<file path="config.mk">
export PLATFORM = sky130hd
export DESIGN_NAME = apb_gpio_ext_flat
export DESIGN_NICKNAME = d
export VERILOG_FILES = /design/src/rtl/apb_gpio_ext_pkg.sv /design/src/rtl/apb_gpio_ext_if.sv /design/src/rtl/gpio_debounce.sv /design/src/rtl/apb_gpio_ext.sv /design/src/flat_wrapper.sv
export SDC_FILE = /design/constraint.sdc
export NUM_CORES = 1
export LEC_CHECK = 0
export BUFFER_PORTS_ARGS = -buffer_cell sky130_fd_sc_hd__buf_2
export CORE_MARGIN = 2
export CORE_UTILIZATION = 45
export DETAILED_ROUTE_END_ITERATION = 8
export PLACE_DENSITY = 0.59
export SETUP_SLACK_MARGIN = 0.2
export SYNTH_ARGS = -nofsm -noshare
export SYNTH_HDL_FRONTEND = slang
export SYNTH_HIERARCHICAL = 1
export SYNTH_SLANG_ARGS = --single-unit
</file>
<file path="constraint.sdc">
create_clock -name PCLK -period 2.8 [get_ports PCLK]
set_clock_uncertainty 0.05 [all_clocks]
set_input_delay 0.56 -clock PCLK [delete_from_list [all_inputs] [get_ports PCLK]]
set_output_delay 0.56 -clock PCLK [all_outputs]
set_load 0.01 [all_outputs]
</file>
<file path="src/rtl/apb_gpio_ext_pkg.sv">
// Shared constants, register indices and byte-strobe merge helpers for apb_gpio_ext.
package apb_gpio_ext_pkg;

  localparam int unsigned PADDR_W = 6;
  localparam int unsigned DATA_W  = 32;
  localparam int unsigned STRB_W  = DATA_W / 8;
  localparam int unsigned IDX_W   = 4;

  typedef enum logic [IDX_W-1:0] {
    IDX_MODE        = 4'd0,
    IDX_DIR         = 4'd1,
    IDX_OUT         = 4'd2,
    IDX_IN          = 4'd3,
    IDX_OUT_SET     = 4'd4,
    IDX_OUT_CLR     = 4'd5,
    IDX_OUT_TGL     = 4'd6,
    IDX_TR_TYPE     = 4'd7,
    IDX_TR_LVL0     = 4'd8,
    IDX_TR_LVL1     = 4'd9,
    IDX_TR_STAT     = 4'd10,
    IDX_IRQ_ENA     = 4'd11,
    IDX_DB_ENA      = 4'd12,
    IDX_DB_PRESCALE = 4'd13,
    IDX_IRQ_STAT    = 4'd14
  } reg_idx_e;

  function automatic logic [DATA_W-1:0] strb_mask(input logic [STRB_W-1:0] strb);
    logic [DATA_W-1:0] m;
    for (int i = 0; i < int'(STRB_W); i++) m[i*8 +: 8] = {8{strb[i]}};
    return m;
  endfunction

  function automatic logic [DATA_W-1:0] merge_write(input logic [DATA_W-1:0] old,
      input logic [DATA_W-1:0] data, input logic [STRB_W-1:0] strb);
    return (old & ~strb_mask(strb)) | (data & strb_mask(strb));
  endfunction

  function automatic logic [DATA_W-1:0] merge_set(input logic [DATA_W-1:0] old,
      input logic [DATA_W-1:0] data, input logic [STRB_W-1:0] strb);
    return old | (data & strb_mask(strb));
  endfunction

  function automatic logic [DATA_W-1:0] merge_clr(input logic [DATA_W-1:0] old,
      input logic [DATA_W-1:0] data, input logic [STRB_W-1:0] strb);
    return old & ~(data & strb_mask(strb));
  endfunction

  function automatic logic [DATA_W-1:0] merge_tgl(input logic [DATA_W-1:0] old,
      input logic [DATA_W-1:0] data, input logic [STRB_W-1:0] strb);
    return old ^ (data & strb_mask(strb));
  endfunction

  function automatic logic [DATA_W-1:0] merge_w1c(input logic [DATA_W-1:0] old,
      input logic [DATA_W-1:0] data, input logic [STRB_W-1:0] strb);
    return old & ~(data & strb_mask(strb));
  endfunction

endpackage

</file>
<file path="src/rtl/apb_gpio_ext_if.sv">
// APB3 completer-side bundle for apb_gpio_ext.
interface apb_gpio_ext_if;
  import apb_gpio_ext_pkg::*;

  logic               PSEL;
  logic               PENABLE;
  logic [PADDR_W-1:0] PADDR;
  logic               PWRITE;
  logic [STRB_W-1:0]  PSTRB;
  logic [DATA_W-1:0]  PWDATA;
  logic [DATA_W-1:0]  PRDATA;
  logic               PREADY;
  logic               PSLVERR;

  modport master (output PSEL, PENABLE, PADDR, PWRITE, PSTRB, PWDATA,
                  input  PRDATA, PREADY, PSLVERR);
  modport slave  (input  PSEL, PENABLE, PADDR, PWRITE, PSTRB, PWDATA,
                  output PRDATA, PREADY, PSLVERR);
endinterface

</file>
<file path="src/rtl/gpio_debounce.sv">
// Prescaled per-pin debounce filter feeding the IN register; bypassed per pin when disabled.
module gpio_debounce #(
  parameter int unsigned WIDTH      = 32,
  parameter int unsigned DB_SAMPLES = 4,
  parameter int unsigned DB_PRESC_W = 16
) (
  input  logic                  clk,
  input  logic                  rst,
  input  logic [WIDTH-1:0]      synced,
  input  logic [WIDTH-1:0]      db_ena,
  input  logic [DB_PRESC_W-1:0] presc,
  input  logic                  presc_restart,
  output logic [WIDTH-1:0]      in_q
);

  localparam int unsigned      CNT_W    = $clog2(DB_SAMPLES + 1);
  localparam logic [CNT_W-1:0] CNT_LAST = CNT_W'(DB_SAMPLES - 1);

  logic [DB_PRESC_W-1:0] presc_cnt;
  logic [WIDTH-1:0]      ena_q;
  logic [CNT_W-1:0]      cnt [WIDTH];
  logic                  tick_c;

  assign tick_c = (presc_cnt == presc);

  always_ff @(posedge clk) begin
    if (rst) begin
      presc_cnt <= '0;
      ena_q     <= '0;
      in_q      <= '0;
      for (int n = 0; n < int'(WIDTH); n++) cnt[n] <= '0;
    end else begin
      presc_cnt <= (presc_restart || tick_c) ? '0 : presc_cnt + DB_PRESC_W'(1);
      ena_q     <= db_ena;
      for (int n = 0; n < int'(WIDTH); n++) begin
        // An enable change always restarts the pin's sample count.
        if (!db_ena[n] || (db_ena[n] != ena_q[n])) begin
          cnt[n] <= '0;
          if (!db_ena[n]) in_q[n] <= synced[n];
        end else if (synced[n] == in_q[n]) begin
          cnt[n] <= '0;
        end else if (tick_c) begin
          if (cnt[n] == CNT_LAST) begin
            in_q[n] <= ~in_q[n];
            cnt[n]  <= '0;
          end else begin
            cnt[n] <= cnt[n] + CNT_W'(1);
          end
        end
      end
    end
  end

endmodule

</file>
<file path="src/rtl/apb_gpio_ext.sv">
// APB3 GPIO with atomic output aliases, debounced inputs, edge/level triggers and masked IRQ.
module apb_gpio_ext
  import apb_gpio_ext_pkg::*;
#(
  parameter int unsigned GPIO_WIDTH   = 32,
  parameter int unsigned INPUT_STAGES = 2,
  parameter int unsigned DB_SAMPLES   = 4,
  parameter int unsigned DB_PRESC_W   = 16
) (
  input  logic                  PCLK,
  input  logic                  PRESET,
  apb_gpio_ext_if.slave         bus,
  output logic                  irq_o,
  input  logic [GPIO_WIDTH-1:0] gpio_i,
  output logic [GPIO_WIDTH-1:0] gpio_o,
  output logic [GPIO_WIDTH-1:0] gpio_oe
);

  localparam logic [DATA_W-1:0] PIN_MASK = DATA_W'((64'(1) << GPIO_WIDTH) - 64'(1));

  logic [DATA_W-1:0] mode, dir, out_r, tr_type, tr_lvl0, tr_lvl1, tr_stat, irq_ena, db_ena, dly;
  logic [DB_PRESC_W-1:0] db_presc;
  logic [DATA_W-1:0]     prdata;
  logic                  pslverr;

  logic [GPIO_WIDTH-1:0] sync_q [INPUT_STAGES];
  logic [GPIO_WIDTH-1:0] in_q;
  logic [DATA_W-1:0]     in_ext, hit_c, rdata_c;
  logic                  err_c, setup_c, wr_c, presc_restart_c, addr_lsb_unused;
  reg_idx_e              idx;

  assign idx             = reg_idx_e'(bus.PADDR[PADDR_W-1:2]);
  assign addr_lsb_unused = ^bus.PADDR[1:0];
  assign setup_c         = bus.PSEL & ~bus.PENABLE;
  assign wr_c            = bus.PSEL & bus.PENABLE & bus.PWRITE & ~err_c;
  assign presc_restart_c = wr_c & (idx == IDX_DB_PRESCALE);
  assign in_ext          = DATA_W'(in_q);

  assign bus.PRDATA  = prdata;
  assign bus.PSLVERR = pslverr;
  assign bus.PREADY  = 1'b1;

  // Read mux and illegal-access decode.
  always_comb begin
    err_c   = 1'b0;
    rdata_c = '0;
    case (idx)
      IDX_MODE:        rdata_c = mode;
      IDX_DIR:         rdata_c = dir;
      IDX_OUT:         rdata_c = out_r;
      IDX_IN:          begin rdata_c = in_ext; err_c = bus.PWRITE; end
      IDX_OUT_SET,
      IDX_OUT_CLR,
      IDX_OUT_TGL:     err_c = ~bus.PWRITE;
      IDX_TR_TYPE:     rdata_c = tr_type;
      IDX_TR_LVL0:     rdata_c = tr_lvl0;
      IDX_TR_LVL1:     rdata_c = tr_lvl1;
      IDX_TR_STAT:     rdata_c = tr_stat;
      IDX_IRQ_ENA:     rdata_c = irq_ena;
      IDX_DB_ENA:      rdata_c = db_ena;
      IDX_DB_PRESCALE: rdata_c = DATA_W'(db_presc);
      IDX_IRQ_STAT:    begin rdata_c = tr_stat & irq_ena; err_c = bus.PWRITE; end
      default:         err_c = 1'b1;
    endcase
  end

  assign hit_c = (~tr_type & ((tr_lvl0 & ~in_ext) | (tr_lvl1 & in_ext)))
               | ( tr_type & ((tr_lvl0 & dly & ~in_ext) | (tr_lvl1 & ~dly & in_ext)));

  always_ff @(posedge PCLK) begin
    if (PRESET) begin
      for (int s = 0; s < int'(INPUT_STAGES); s++) sync_q[s] <= '0;
    end else begin
      sync_q[0] <= gpio_i;
      for (int s = 1; s < int'(INPUT_STAGES); s++) sync_q[s] <= sync_q[s-1];
    end
  end

  gpio_debounce #(
    .WIDTH      (GPIO_WIDTH),
    .DB_SAMPLES (DB_SAMPLES),
    .DB_PRESC_W (DB_PRESC_W)
  ) u_debounce (
    .clk           (PCLK),
    .rst           (PRESET),
    .synced        (sync_q[INPUT_STAGES-1]),
    .db_ena        (db_ena[GPIO_WIDTH-1:0]),
    .presc         (db_presc),
    .presc_restart (presc_restart_c),
    .in_q          (in_q)
  );

  always_ff @(posedge PCLK) begin
    if (PRESET) begin
      {mode, dir, out_r, tr_type, tr_lvl0, tr_lvl1} <= '0;
      {tr_stat, irq_ena, db_ena, dly, prdata}       <= '0;
      db_presc <= '0;
      pslverr  <= 1'b0;
      irq_o    <= 1'b0;
      gpio_o   <= '0;
      gpio_oe  <= '0;
    end else begin
      dly     <= in_ext;
      irq_o   <= |(tr_stat & irq_ena);
      gpio_o  <= GPIO_WIDTH'(~mode & out_r);
      gpio_oe <= GPIO_WIDTH'(dir & ~(mode & out_r));
      tr_stat <= (tr_stat | hit_c) & PIN_MASK;
      pslverr <= setup_c & err_c;
      if (setup_c && !bus.PWRITE) prdata <= rdata_c;
      if (wr_c) begin
        case (idx)
          IDX_MODE:        mode    <= merge_write(mode, bus.PWDATA, bus.PSTRB) & PIN_MASK;
          IDX_DIR:         dir     <= merge_write(dir, bus.PWDATA, bus.PSTRB) & PIN_MASK;
          IDX_OUT:         out_r   <= merge_write(out_r, bus.PWDATA, bus.PSTRB) & PIN_MASK;
          IDX_OUT_SET:     out_r   <= merge_set(out_r, bus.PWDATA, bus.PSTRB) & PIN_MASK;
          IDX_OUT_CLR:     out_r   <= merge_clr(out_r, bus.PWDATA, bus.PSTRB) & PIN_MASK;
          IDX_OUT_TGL:     out_r   <= merge_tgl(out_r, bus.PWDATA, bus.PSTRB) & PIN_MASK;
          IDX_TR_TYPE:     tr_type <= merge_write(tr_type, bus.PWDATA, bus.PSTRB) & PIN_MASK;
          IDX_TR_LVL0:     tr_lvl0 <= merge_write(tr_lvl0, bus.PWDATA, bus.PSTRB) & PIN_MASK;
          IDX_TR_LVL1:     tr_lvl1 <= merge_write(tr_lvl1, bus.PWDATA, bus.PSTRB) & PIN_MASK;
          // A new hit in the same cycle overrides the clear.
          IDX_TR_STAT:     tr_stat <= (merge_w1c(tr_stat, bus.PWDATA, bus.PSTRB) | hit_c) & PIN_MASK;
          IDX_IRQ_ENA:     irq_ena <= merge_write(irq_ena, bus.PWDATA, bus.PSTRB) & PIN_MASK;
          IDX_DB_ENA:      db_ena  <= merge_write(db_ena, bus.PWDATA, bus.PSTRB) & PIN_MASK;
          IDX_DB_PRESCALE: db_presc <= DB_PRESC_W'(merge_write(DATA_W'(db_presc), bus.PWDATA, bus.PSTRB));
          default: ;
        endcase
      end
    end
  end

endmodule

</file>
<file path="src/flat_wrapper.sv">
// flat-port wrapper written by rule: the top's interface ports become plain ports
module apb_gpio_ext_flat import apb_gpio_ext_pkg::*;
#(
  parameter int unsigned GPIO_WIDTH   = 32,
  parameter int unsigned INPUT_STAGES = 2,
  parameter int unsigned DB_SAMPLES   = 4,
  parameter int unsigned DB_PRESC_W   = 16
)
  (PCLK, PRESET, irq_o, gpio_i, gpio_o, gpio_oe, bus_PSEL, bus_PENABLE, bus_PADDR, bus_PWRITE, bus_PSTRB, bus_PWDATA, bus_PRDATA, bus_PREADY, bus_PSLVERR);
  apb_gpio_ext_if bus_i ();
  input  logic PCLK;
  input  logic PRESET;
  output logic irq_o;
  input  logic [GPIO_WIDTH-1:0] gpio_i;
  output logic [GPIO_WIDTH-1:0] gpio_o;
  output logic [GPIO_WIDTH-1:0] gpio_oe;
  input wire logic [$bits(bus_i.PSEL)-1:0] bus_PSEL;
  input wire logic [$bits(bus_i.PENABLE)-1:0] bus_PENABLE;
  input wire logic [$bits(bus_i.PADDR)-1:0] bus_PADDR;
  input wire logic [$bits(bus_i.PWRITE)-1:0] bus_PWRITE;
  input wire logic [$bits(bus_i.PSTRB)-1:0] bus_PSTRB;
  input wire logic [$bits(bus_i.PWDATA)-1:0] bus_PWDATA;
  output wire logic [$bits(bus_i.PRDATA)-1:0] bus_PRDATA;
  output wire logic [$bits(bus_i.PREADY)-1:0] bus_PREADY;
  output wire logic [$bits(bus_i.PSLVERR)-1:0] bus_PSLVERR;
  assign bus_i.PSEL = bus_PSEL;
  assign bus_i.PENABLE = bus_PENABLE;
  assign bus_i.PADDR = bus_PADDR;
  assign bus_i.PWRITE = bus_PWRITE;
  assign bus_i.PSTRB = bus_PSTRB;
  assign bus_i.PWDATA = bus_PWDATA;
  assign bus_PRDATA = bus_i.PRDATA;
  assign bus_PREADY = bus_i.PREADY;
  assign bus_PSLVERR = bus_i.PSLVERR;
  apb_gpio_ext #(.GPIO_WIDTH(GPIO_WIDTH), .INPUT_STAGES(INPUT_STAGES), .DB_SAMPLES(DB_SAMPLES), .DB_PRESC_W(DB_PRESC_W)) u_core (.PCLK(PCLK), .PRESET(PRESET), .bus(bus_i), .irq_o(irq_o), .gpio_i(gpio_i), .gpio_o(gpio_o), .gpio_oe(gpio_oe));
endmodule
</file>
Word level (Yosys, flattened, before mapping). Memories as Yosys holds them, arrays and structs flattened. Index checks and enable logic that the tools add are counted.

Register bits after elaboration: 514. Bits in latches: 0. RAM bits: 160. ROM bits: 0. Word-level logic and storage cells: 1563. Memories kept: 2.

Add/subtract/negate cells: 33. Multiply operators: 0. Div/mod/pow operators: 0. Magnitude comparators: 0. Equal/unequal tests: 175. Shifts and indexed selects: 0. Multiplexer cells: 906. Bitwise operators: 218. Reductions and logical operators: 179.

Memory list: u_core.u_debounce.cnt (depth 32, bits a word 3, read ports 32, clocked after memory_dff 0, wr ports 32, RTL line gpio_debounce.sv:21) `logic [CNT_W-1:0] cnt [WIDTH];`; u_core.sync_q (depth 2, bits a word 32, read ports 2, clocked after memory_dff 0, wr ports 2, RTL line apb_gpio_ext.sv:26) `logic [GPIO_WIDTH-1:0] sync_q [INPUT_STAGES];`.

Operator list (count): 1-bit 2-to-1 mux (771); 32-bit AND (23); 32-bit bitwise OR (14); 3-bit 2-to-1 mux (128); 32-bit case mux with 12 select lines (1); 32-bit NOT (7); 1-bit bitwise OR (130); 32-bit 2-to-1 mux (4); 2-bit inequality test, second input constant (64); 32-bit case mux with 4 select lines (1); 4-bit AND reduction (32); 2-bit nonzero test (64); 3-bit by 1-bit adder with 3-bit output, second input constant (32); 3-bit by 2-bit == test with 1-bit output, second input constant (32); 1-bit NOT (35); 1-bit zero test (33); 1-bit logical OR (33); 1-bit == test (32); 1-bit inequality test (32); 32-bit OR reduction (1); 32-bit XOR (1); 4-bit == test, second input constant (7); 2-bit AND reduction (9); 16-bit by 1-bit adder with 16-bit output, second input constant (1); other kinds (14) (24).

Longest topological paths before layout. An unclocked memory read counts as a cell.

Word-level depth: 10. Depth in mapped cells: 10. Mapped depth without buffers: 6.

Hierarchy. Netlist, hierarchy kept.

By module, submodules not included: apb_gpio_ext (instances 1, cells an instance 2549, area each 21879.7 µm²); gpio_debounce (instances 1, cells an instance 878, area each 9626.7 µm²).

Worst setup path after synthesis. No wires, ideal clock.

Path kind: in2reg. Start point: input bus_PADDR[2]. End point: register u_core.u_debounce.presc_cnt[10]. Setup time: 0.078 ns. Arrival: 2.262 ns. Slack: 0.410 ns. Cell stages on the path: 10. Path through: buf_4 > buf_4 > and2b_1 > nand2_1 > clkbuf_1 > nor2_1 > or2_2 > clkbuf_1 > clkbuf_1 > nor3_1.

Longest elaborated chain between the ends: 8.

RTL lines: from (decl) (RTL line flat_wrapper.sv:19) `input wire logic [$bits(bus_i.PADDR)-1:0] bus_PADDR;`; 4-bit by 1-bit == test with 1-bit output (tied with other cells) (RTL line apb_gpio_ext.sv:47) `case (idx)`; 10-bit OR reduction (no line) (tied with other cells); 1-bit case mux with 3 select lines (RTL line apb_gpio_ext.sv:47); 1-bit NOT (RTL line apb_gpio_ext.sv:35) `assign wr_c = bus.PSEL & bus.PENABLE & bus.PWRITE & ~err_c;`; 1-bit AND (RTL line apb_gpio_ext.sv:35); 1-bit AND * (RTL line apb_gpio_ext.sv:36) `assign presc_restart_c = wr_c & (idx == IDX_DB_PRESCALE);`; net u_core.presc_restart_c (RTL line apb_gpio_ext.sv:29) `logic err_c, setup_c, wr_c, presc_restart_c, addr_lsb_unused;`; 1-bit logical OR * (RTL line gpio_debounce.sv:33) `presc_cnt <= (presc_restart || tick_c) ? '0 : presc_cnt + DB_PRESC_W'(1);`; 2-bit OR reduction (no line) *; to (signal assigned) (RTL line gpio_debounce.sv:33); to (decl) (RTL line gpio_debounce.sv:19) `logic [DB_PRESC_W-1:0] presc_cnt;`.

Mark *: on every way through the listed nets, which the timed path passes. The rest lies on a longest branch. A chain may end at the register's enable or synchronous reset.

Final worst setup path.
Start point: input bus_PADDR[3]. End point: register u_core.out_r[5].

Longest elaborated chain between the ends: 6.

RTL lines: 4-bit by 1-bit == test with 1-bit output (tied with other cells) (RTL line apb_gpio_ext.sv:47); 10-bit OR reduction (no line) (tied with other cells); 1-bit case mux with 3 select lines (RTL line apb_gpio_ext.sv:47); 1-bit NOT (RTL line apb_gpio_ext.sv:35); 1-bit AND (RTL line apb_gpio_ext.sv:35); 2-bit AND reduction (no line); to (signal assigned) (RTL line apb_gpio_ext.sv:114) `IDX_OUT: out_r <= merge_write(out_r, bus.PWDATA, bus.PSTRB) & PIN_MASK;`; to (signal assigned) (RTL line apb_gpio_ext.sv:115) `IDX_OUT_SET: out_r <= merge_set(out_r, bus.PWDATA, bus.PSTRB) & PIN_MASK;`; to (signal assigned) (RTL line apb_gpio_ext.sv:116) `IDX_OUT_CLR: out_r <= merge_clr(out_r, bus.PWDATA, bus.PSTRB) & PIN_MASK;`; to (decl) (RTL line apb_gpio_ext.sv:21) `logic [DATA_W-1:0] mode, dir, out_r, tr_type, tr_lvl0, tr_lvl1, tr_stat, irq_ena, db_ena, dly;`.

Several ways; a longest one is shown, not always the timed one.

==> parameters.txt <==
Parameter                              Value

Synthesis
  Multiplexer area fraction after synthesis    under 10%
  Synth Cell Area    about 32000 µm²
  Combinational family with the most area after synthesis    compound AO/OA/AOI/OAI gates
  Async SR Flop Fraction    0%
  Fraction of the yosys area taken by sequential cells    45.88%
  Net count of the mapped netlist    3603
  Fraction of the mapped netlist area in adder cells    3.852%
  Yosys warning count    6
  EDFF count, synth    96
  Flop and latch count out of synthesis    about 670
  Unique cell type count in the Yosys netlist    74
  Synthesized-area fraction occupied by xor and xnor cells    2.530%
  Synth Instances    3427
  Synthesized-area fraction occupied by and/or/nand/nor cells    17.84%
  Post-Syn Area per Cell    between 9 and 10 µm²
  Synthesized-area fraction occupied by ao, oa, aoi and oai cells    18.43%
  Most used DFF post-synth    sky130_fd_sc_hd__dfxtp_1

Routing
  Initial detailed-routing violation count    2313
  Routed vias/inst    a little under 6
  DRC    0
  Vias    between 20k and 30k
  Antenna viol nets, final    0
  TritonRoute pass-1 iters    5
  Final wirelength    approximately 120000 µm
  Detail-routed net length per standard cell    roughly 25 µm

Cells and area
  Final non-filler cell area    between 30000 and 40000 µm²
  Number of nets in the layout    roughly 3.8k
  Proportion of layout cells with a drive suffix above 1    between 10% and 20%
  Commonest cells after routing, fill and taps aside    sky130_fd_sc_hd__dfxtp_1 (578), sky130_fd_sc_hd__nand2_1 (392), sky130_fd_sc_hd__a21oi_1 (315)
  Area grow syn2layout    15.82%
  Number of fillers in the final layout    ~6.6k
  Most common library cell in the layout ignoring fill and taps    sky130_fd_sc_hd__dfxtp_1

Setup path
  Sort of element at the start of the critical path    primary input
  Critical path launch point    bus_PADDR[3]
  Highest net fanout along the worst path    21
  Register-to-Register Path Depth    5
  Critical Path, Cell by Cell    buf_2 > and2_0 > nor2_1 > o21a_1 > nor2_1 > a22o_1
  Slowest CP cell    sky130_fd_sc_hd__nor2_1
  Category of the worst setup path capture point    register
  Setup slack of the most critical reg-to-reg path    approximately 450 ps
  Critical Path AT    between 2000 and 3000 ps
  Critical path class    primary input to register
  Slowest Stage Delay on Critical Path    between 700 and 800 ps
  Most numerous cell on the critical path    sky130_fd_sc_hd__nor2_1
  Endpoint of the worst register-to-register path    u_core/u_debounce/cnt[1][27]
  End point of the critical path    u_core/out_r[5]
  Worst Path Required    between 3000 and 4000 ps

Clock network
  Number of buffers inserted by hold repair at cts    0
  Clock network latency to the later pin of the worst-skew pair    between 600 and 700 ps
  CTS tree    done
  Worst-case clock buffer depth    3
  Post-CTS setup-driven buffer insertion count    0
  Total CTS buffers    a little under 80
  H-tree level count    3
  Post-CTS sizing    0
  Clk pin slew, worst setup/hold paths    ~60 ps
  Clk sink count    between 600 and 700
  Master cell of the clock root buffer    sky130_fd_sc_hd__clkbuf_16

Placement
  Placed cell areas    between 30000 and 40000 µm²
  Final HPWL DP    85200 µm
  Gpl congestion    between 0.9 and 1
  Quantity of I/O buffers inserted on ports    ~170

Die
  Die Footprint    ~72000 µm²
  Std-Cell Core Area    69660 µm²
  Die X    268.6 µm
  Standard-cell rows    97
  Initial Util    ~45%
  Overall die height    between 200 and 300 µm
  Ports placed on the boundary    178

GRT
  Wire length of the first global-routing pass    170500 µm
  Global-route congestion overflow total    0
  Maximum number of pins on one net before global-route repair    151
  Number of antenna violations at the first check in global routing    3
  Global routing usage summed across all routing layers    around a third
  Via count of the first global-routing pass    26.83k

Timing
  Final-report setup violation count    0
  Hold Fails Final Rpt    0
  Least-Margin Pin Slew    974.2 ps
  Maximum clock frequency    ~400 MHz
  Worst Hold Margin    approximately 84 ps
  Post-layout minimum cycle time    about 2400 ps
  Max Slew Vio Count    0
  Tcrit/Tclk final    between 80% and 90%
  Unrepaired setup endpoints after global routing    no
  Worst slew margin relative to its limit    34.81%

Outcome
  Run status    finished clean

Min path
  Hold Path Class    primary input to register

Flow run
  Max Cap Viol    0

Power and ir drop
  Areal power density over the cells    a little under 600 nW/µm²
  VDD IR-drop max    just over 500 µV
  Reported leakage power    ~13 nW
==> where the power goes <==
part	total [mW]	switching, mW	internal [mW]
logic	1.41	0.978	0.429
registers	10.0	0.116	9.88
clock network	10.1	4.27	5.82
total	21.5	5.37	16.1
==> routing by layer <==
metal,GRT usage (%),part of all wire [%],wire length (µm),vias to the layer above
li1,-,-,-,12570
met1,36.80,39,45230,13390
met2,56.38,50,58490,941
met3,4.274,4.9,5775,330
met4,19.19,6.5,7665,4
met5,0.3378,0.043,50,-
==> cell families after synthesis <==
kind of cell | after synthesis
AND/OR/NAND/NOR | 1083
flip-flops | 674
XOR/XNOR | 91
AO/OA/AOI/OAI | 934
adder cells (fa/ha/maj) | 97
multiplexers | 184
buffers and inverters | 363
other | 1
==> final cells by class <==
cell class	instances	area, µm²	area share [%]
antenna	2	5.005	0.01372
clock buffer	113	2256	6.182
clock inverter	29	275.3	0.7543
inverter	103	386.6	1.059
multi-input combinational	2390	15410	42.23
sequential	674	14450	39.61
tap	940	1176	3.223
timing repair buffer	352	2530	6.933
==> worst max-delay path: cells and delay by family <==
family	cells	cell delay, ps
AOI/OAI and AO/OA	2	480
buffers and inverters	1	430
and+or+nand+nor	3	1480
==> cells in the mapped netlist, drive strengths merged (5+ instances only) <==
cell type | number | area (µm²)
dfxtp | 578 | 11570
nand2 | 428 | 1697
a21oi | 347 | 1857
o21ai | 254 | 1271
nor2 | 170 | 650.6
clkbuf | 152 | 570.6
mux2i | 137 | 1371
nor2b | 136 | 850.8
buf | 108 | 719.4
nor4 | 105 | 907.1
inv | 103 | 386.6
ha | 97 | 1214
edfxtp | 96 | 2883
a22oi | 61 | 457.9
nand3 | 59 | 295.3
xor2 | 53 | 464.2
nand2b | 47 | 294.0
a22o | 45 | 394.1
mux2 | 44 | 495.5
a211oi | 40 | 300.3
and3 | 39 | 244.0
xnor2 | 38 | 332.8
o221ai | 36 | 315.3
nor3b | 35 | 274.0
a21boi | 32 | 240.2
nor3 | 30 | 161.4
o22ai | 24 | 150.1
a32oi | 21 | 183.9
a31oi | 15 | 93.84
a32o | 11 | 110.1
and2 | 10 | 72.56
a221oi | 9 | 78.83
nand4 | 9 | 56.30
a2111oi | 8 | 82.58
o22a | 5 | 43.79
==> per-stage QoR <==
step / std cells / power [mW] / utilization [%] / setup WS [ps] / setup TNS [ps]
after floorplan: 3427 / 10.95 / - / 409.9 / 0
after global placement: 4459 / 11.56 / 48.74 / -80.14 / -558.2
after detailed placement: 4459 / 11.58 / 48.74 / -152.8 / -1683
after CTS: 4601 / 21.63 / 52.37 / 485.1 / 0
after global routing: 4601 / 22.11 / 52.37 / 358.5 / 0
final: 4603 / 21.50 / 52.38 / 359.1 / 0
==> how the worst min path moves through the flow <==
stage                             start              endpoint  depth (start not counted)
detailed placement  u_core/sync_q[0][1]  u_core/sync_q[0][33]                          1
global route                 gpio_i[26]  u_core/sync_q[0][26]                          2
CTS                          gpio_i[30]  u_core/sync_q[0][30]                          2
finish                        gpio_i[4]   u_core/sync_q[0][4]                          2
global placement    u_core/sync_q[0][1]  u_core/sync_q[0][33]                          1
floorplan           u_core/sync_q[0][0]  u_core/sync_q[0][32]                          1
No activity file was read; power rests on OpenSTA's default activity.
